<file path="config.mk">
export PLATFORM = sky130hd
export DESIGN_NAME = uart_tx_arbiter
export DESIGN_NICKNAME = d
export VERILOG_FILES = /design/src/rtl/uart_tx_arbiter.sv
export SDC_FILE = /design/constraint.sdc
export NUM_CORES = 1
export LEC_CHECK = 0
export BUFFER_PORTS_ARGS = -buffer_cell sky130_fd_sc_hd__clkbuf_2
export CAP_MARGIN = 20
export CORE_MARGIN = 2
export CORE_UTILIZATION = 52
export CTS_CLUSTER_SIZE = 24
export DETAILED_ROUTE_END_ITERATION = 8
export PLACE_DENSITY = 0.75
export SLEW_MARGIN = 0
export SYNTH_ARGS = -nofsm -noshare
export SYNTH_HDL_FRONTEND = slang
export SYNTH_SLANG_ARGS = --single-unit
</file>
<file path="constraint.sdc">
create_clock -name clk -period 2.33 [get_ports clk]
set_input_delay 0.3495 -clock clk [delete_from_list [all_inputs] [get_ports clk]]
set_output_delay 0.3495 -clock clk [all_outputs]
set_load 0.1 [all_outputs]
</file>
<file path="src/rtl/uart_tx_arbiter.sv">
// uart_tx_arbiter: round-robin scheduler sharing one uart_m transmitter
// among NREQ byte producers, one load pulse per byte.
//
// Ports:
//   clk, rst        clock, async active-high reset
//   req[NREQ]       byte pending per requester (held until ack)
//   reqdata[8*NREQ] packed bytes, requester i at [8i+7:8i]
//   ack[NREQ]       one-cycle pulse: byte of requester i taken by uart_m
//   load, d[8]      load strobe and byte to uart_m
//   txbusy          uart_m busy
//   gnt[IDW]        index currently or last served
//   active          high outside IDLE
//   err             sticky txbusy-never-rose flag
//
// Optional: define UART_TX_ARBITER_LOCK_EN to add reqlast[NREQ]; the
// winner keeps the grant until a byte flagged last completes or times out.
module uart_tx_arbiter #(
  parameter int NREQ        = 3,
  parameter int IDW         = 2,
  parameter int BUSYTIMEOUT = 15
) (
  input  logic              clk,
  input  logic              rst,
  input  logic [NREQ-1:0]   req,
  input  logic [8*NREQ-1:0] reqdata,
`ifdef UART_TX_ARBITER_LOCK_EN
  input  logic [NREQ-1:0]   reqlast,
`endif
  output logic [NREQ-1:0]   ack,
  output logic              load,
  output logic [7:0]        d,
  input  logic              txbusy,
  output logic [IDW-1:0]    gnt,
  output logic              active,
  output logic              err
);

  typedef enum logic [1:0] {
    IDLE,
    LOAD,
    WAITHI,
    WAITLO
  } state_t;

  state_t          state, state_n;
  logic            load_n;
  logic [7:0]      d_n;
  logic [NREQ-1:0] ack_n;
  logic [IDW-1:0]  gnt_n;
  logic            err_n;
  logic            active_n;
  logic [IDW-1:0]  ptr, ptr_n;
  logic [7:0]      cnt, cnt_n;

  logic            go;
  logic [IDW-1:0]  pick;
  logic [IDW-1:0]  nxt;
  logic [7:0]      bytes [NREQ];

`ifdef UART_TX_ARBITER_LOCK_EN
  logic            lock, lock_n;
  logic            last, last_n;
`endif

  for (genvar i = 0; i < NREQ; i++) begin : g_unpack
    assign bytes[i] = reqdata[8*i +: 8];
  end

  // Successor of the served index; the served requester
  // drops to lowest priority.
  assign nxt = (gnt == IDW'(NREQ - 1)) ? '0 : gnt + 1'b1;

  // First requester at or above ptr, wrapping at NREQ.
  always_comb begin
    int j;
    j    = 0;
    go   = 1'b0;
    pick = ptr;
    for (int k = 0; k < NREQ; k++) begin
      j = int'(ptr) + k;
      if (j >= NREQ) j = j - NREQ;
      if (!go && req[IDW'(j)]) begin
        go   = 1'b1;
        pick = IDW'(j);
      end
    end
`ifdef UART_TX_ARBITER_LOCK_EN
    if (lock) begin
      go   = req[gnt];
      pick = gnt;
    end
`endif
  end

  always_comb begin
    state_n = state;
    load_n  = 1'b0;
    d_n     = d;
    ack_n   = '0;
    gnt_n   = gnt;
    err_n   = err;
    ptr_n   = ptr;
    cnt_n   = cnt;
`ifdef UART_TX_ARBITER_LOCK_EN
    lock_n  = lock;
    last_n  = last;
`endif
    unique case (state)
      IDLE: begin
        // txbusy high here is a foreign or leftover
        // transfer; never load on top of it.
        if (!txbusy && go) begin
          gnt_n   = pick;
          d_n     = bytes[pick];
          load_n  = 1'b1;
          state_n = LOAD;
`ifdef UART_TX_ARBITER_LOCK_EN
          last_n  = reqlast[pick];
`endif
        end
      end
      LOAD: begin
        cnt_n   = '0;
        state_n = WAITHI;
      end
      WAITHI: begin
        // txbusy is tested first so a late rise on the
        // timeout cycle still counts as success.
        if (txbusy) begin
          ack_n   = NREQ'(1) << gnt;
          state_n = WAITLO;
`ifdef UART_TX_ARBITER_LOCK_EN
          lock_n  = !last;
          if (last) ptr_n = nxt;
`else
          ptr_n   = nxt;
`endif
        end else if (cnt >= 8'(BUSYTIMEOUT)) begin
          err_n   = 1'b1;
          ptr_n   = nxt;
          state_n = IDLE;
`ifdef UART_TX_ARBITER_LOCK_EN
          lock_n  = 1'b0;
`endif
        end else if (cnt != 8'hff) begin
          cnt_n = cnt + 8'd1;
        end
      end
      WAITLO: begin
        if (!txbusy) state_n = IDLE;
      end
      default: state_n = IDLE;
    endcase
    active_n = (state_n != IDLE);
  end

  always_ff @(posedge clk or posedge rst) begin
    if (rst) begin
      state  <= IDLE;
      load   <= 1'b0;
      d      <= '0;
      ack    <= '0;
      gnt    <= '0;
      err    <= 1'b0;
      active <= 1'b0;
      ptr    <= '0;
      cnt    <= '0;
    end else begin
      state  <= state_n;
      load   <= load_n;
      d      <= d_n;
      ack    <= ack_n;
      gnt    <= gnt_n;
      err    <= err_n;
      active <= active_n;
      ptr    <= ptr_n;
      cnt    <= cnt_n;
    end
  end

`ifdef UART_TX_ARBITER_LOCK_EN
  always_ff @(posedge clk or posedge rst) begin
    if (rst) begin
      lock <= 1'b0;
      last <= 1'b0;
    end else begin
      lock <= lock_n;
      last <= last_n;
    end
  end
`endif

endmodule

</file>
==> results.toml <==
[hold_path]
hp-class = "in2async"

[timing]
clock.fmax_ghz = 0.460
min_period_ns = 2.18
fin_setup_tns_ns = 0
worst_clock_skew_ns = 0.00264
slew_headroom_pct = 63.6
timing.final.hold_violations = 0
period_share_pct = 93.4
tightest_slew_ns = 0.548
setup_viol = 0
timing.final.max_slew_violations = 0
rsz0062_at_grt = "no"

[routing]
drtIter0Drc = 50
wl_per_cell_um = 14.6
drc = 0
met2_length_um = 2040
dr.pass1.iters = 4
wl_met3_um = 139
route.antenna.remaining_nets = 0
vias = 1446
drt-met1-wl_um = 1600
drt-total-wl_um = 3830
top_layer_used = "met4"
drt-vias-per-instance = 5.52

[synthesis]
synth_area_per_cell_um2 = 9.77
synth_edf_count = 0
synthXorXnorAreaFrac_pct = 0
ys_ff_latch = 28
synthAdderAreaFrac_pct = 2.86
yosysWarnings = 0
synth_top_family_by_area = "simple AND/OR/NAND/NOR gates"
ys_types = 48
yosysSeqAreaShare_pct = 41.0
synthCells = 175
synth-main-ff-cell = "dfrtp_1"
synthMuxAreaShare_pct = 5.86
synthArstFlopShare_pct = 100
synthSimpleGateAreaFrac_pct = 22.0
netlist_area_um2 = 1710
synth.net_count = 208
synth_compound_area_share_pct = 21.6

[placement]
globalplace.congestion = 0.832
dp_cells = 258
portBuffers = 45
place_hpwl_um = 2930

[clock_tree]
clk_pin_slew_ns = 0.15
clock-sinks = 28
htree_levels = 1
cts_made_buffers = 3
clockRootBuffer = "clkbuf_4"
clk_latency_ns = 0.33
cts_tree = "yes"
cts_setup_buffers = 0
cts_buffer_depth = 2

[worst_setup_path]
worst_r2r_startpoint = "ptr[1]"
worstPathArrival_ns = 2.40
crit_type = "reg2reg"
cp-end-kind = "register"
rrSetupSlack_ns = 0.15
slowest_stage = "dfrtp_1"
setup.worst_path.start_class = "register"
cp_max_fo = 10
regToRegEndpoint = "d[6]"
critPathRequiredTime_ns = 2.56
cp_cell_sequence = "inv_1, ha_1, and2b_4, a21oi_1, o21ai_2, o211ai_2, o32a_4, mux2i_1, o221ai_2"
crit_path_max_incr_delay_ns = 0.44
r2r_cells = 9

[cells_and_area]
antenna_cells = 0
multiInputGateArea_um2 = 917
n_fill_cell = 273
fin_nets = 252
regArea_um2 = 701
area_delta_synth_final_pct = 17.3
drive_gt1_share_pct = 35.3
layout.cells.non_filler = 262

[floorplan]
initial_utilization_pct = 55.5
ios = 46
die_y_um = 61.3
num_rows = 20
die_area_um2 = 3760
core_um2 = 3080
dieWidth_um = 61.3

[global_route]
antenna_found_initial = 0
grt_pass1_wl_um = 6330
grt_remaining_overflow = 0
grt_max_degree = 29
grt_pass1_vias = 1389
grt.total_usage_pct = 22.5

[job]
drv_cap = 0

[status]
status = "finished, final reports clean"

[pwr]
p_per_area_nw_per_um2 = 1580
vdd_drop_max_mv = 0.703
power_w = 0.00318
leakagePower_nw = 0.989
## per-stage QoR
| stage | worst slack (ns) | cell area [um^2] | utilization, % | hold WS, ns |
|---|---|---|---|---|
| 5_1_grt | 0.0107 | 2010 | 65.2 | 0.0572 |
| 3_5_place_dp | 0.0333 | 1950 | 63.2 | 0.417 |
| 6_report | 0.154 | 2010 | 65.2 | 0.0290 |
| 4_1_cts | 0.00444 | 1980 | 64.4 | 0.0350 |
| 2_1_floorplan | 0.294 | 1710 | - | 0.415 |
| 3_3_place_gp | 0.151 | 1950 | 63.2 | 0.411 |
## synth_stat cells (2+ instances only)
cell       n  area, um^2
o22ai_1    3        18.8
clkbuf_1   3        11.3
nor3_1     4        20.0
buf_4      3        22.5
nand4_1    2        12.5
and2_1     4        25.0
o221ai_2   8         120
buf_6      2        22.5
nand3b_1   3        22.5
o21ai_0    9        45.0
dfrtp_1   28         701
o211ai_1   3        22.5
a21oi_1    6        30.0
buf_2      2        10.0
nand2_1   30         113
ha_1       3        37.5
mux2i_1   10         100
inv_1      8        30.0
nand2b_1   5        31.3
nor2_1    11        41.3
## layout make-up
| type | count | area share (%) |
|---|---|---|
| multi-input combinational | 127 | 45.7 |
| sequential | 28 | 34.9 |
| timing repair buffer | 50 | 13.1 |
| tap | 44 | 2.74 |
| clock buffer | 4 | 1.81 |
| inverter | 9 | 1.68 |
## cell usage in the layout, fill, tap and decap left out, types with 2 or more instances in the layout
cell type / Yosys / layout
o21ai_0: 9 / 9
clkbuf_2: 0 / 45
a21oi_1: 6 / 6
ha_1: 3 / 2
nand2_1: 30 / 30
clkbuf_4: 0 / 3
nor3_1: 4 / 4
o211ai_1: 3 / 3
o22ai_1: 3 / 3
buf_4: 3 / 5
and2_1: 4 / 4
nor2_1: 11 / 11
mux2i_1: 10 / 10
nand3b_1: 3 / 3
o221ai_2: 8 / 8
nand4_1: 2 / 2
inv_1: 8 / 8
dfrtp_1: 28 / 28
nand2b_1: 5 / 5
## registers in the layout (all words and copies together), names as in the netlist
signal	flops
d	8
gnt	2
cnt	8
err	1
ack	3
ptr	2
state	2
load	1
active	1
## worst max-delay path, delay by kind of cell (launching register included)
family                   cells  cell delay (ns)
multiplexers                 1             0.26
AND/OR/NAND/NOR              1             0.22
flip-flops                   1             0.44
AO/OA/AOI/OAI                5             0.85
adder cells (fa/ha/maj)      1             0.19
buffers and inverters        1             0.10
## how the worst max path moves through the flow
| stage | from | end | slack [ns] | cells past startpoint |
|---|---|---|---|---|
| 6_report | ptr[1] | d[6] | 0.15 | 9 |
| 4_1_cts | ptr[0] | d[6] | 0.004 | 8 |
| 2_1_floorplan | ptr[0] | d[0] | 0.29 | 11 |
| 5_1_grt | ptr[1] | d[1] | 0.01 | 10 |
| 3_3_place_gp | ptr[0] | d[7] | 0.15 | 8 |
| 3_5_place_dp | ptr[0] | d[6] | 0.03 | 8 |
## power breakdown
part	switching, W	leakage [nW]	internal [W]	total [W]
Sequential	0.000157	0.364	0.000642	0.000799
Combinational	0.00148	0.604	0.000653	0.00214
Clock	0.000145	0.0210	0.0000957	0.000241
## layer usage
layer	global-route usage [%]	vias up
met1	29.2	696
met2	39.5	37
met5	0	-
met3	2.52	6
met4	7.29	0
li1	-	707
## cells by family (layout without fill, tap and decap cells)
group,after synthesis,after routing
AND/OR/NAND/NOR,72,72
AO/OA/AOI/OAI,41,41
flip-flops,28,28
buffers and inverters,20,63
multiplexers,10,10
adder cells (fa/ha/maj),4,4
## repair_timing
item,CTS,global route
endpoints found under the setup margin,0,9
hold buffers,0,0
resized for setup,0,3
Note: power is estimated with default switching activity, not from simulation.
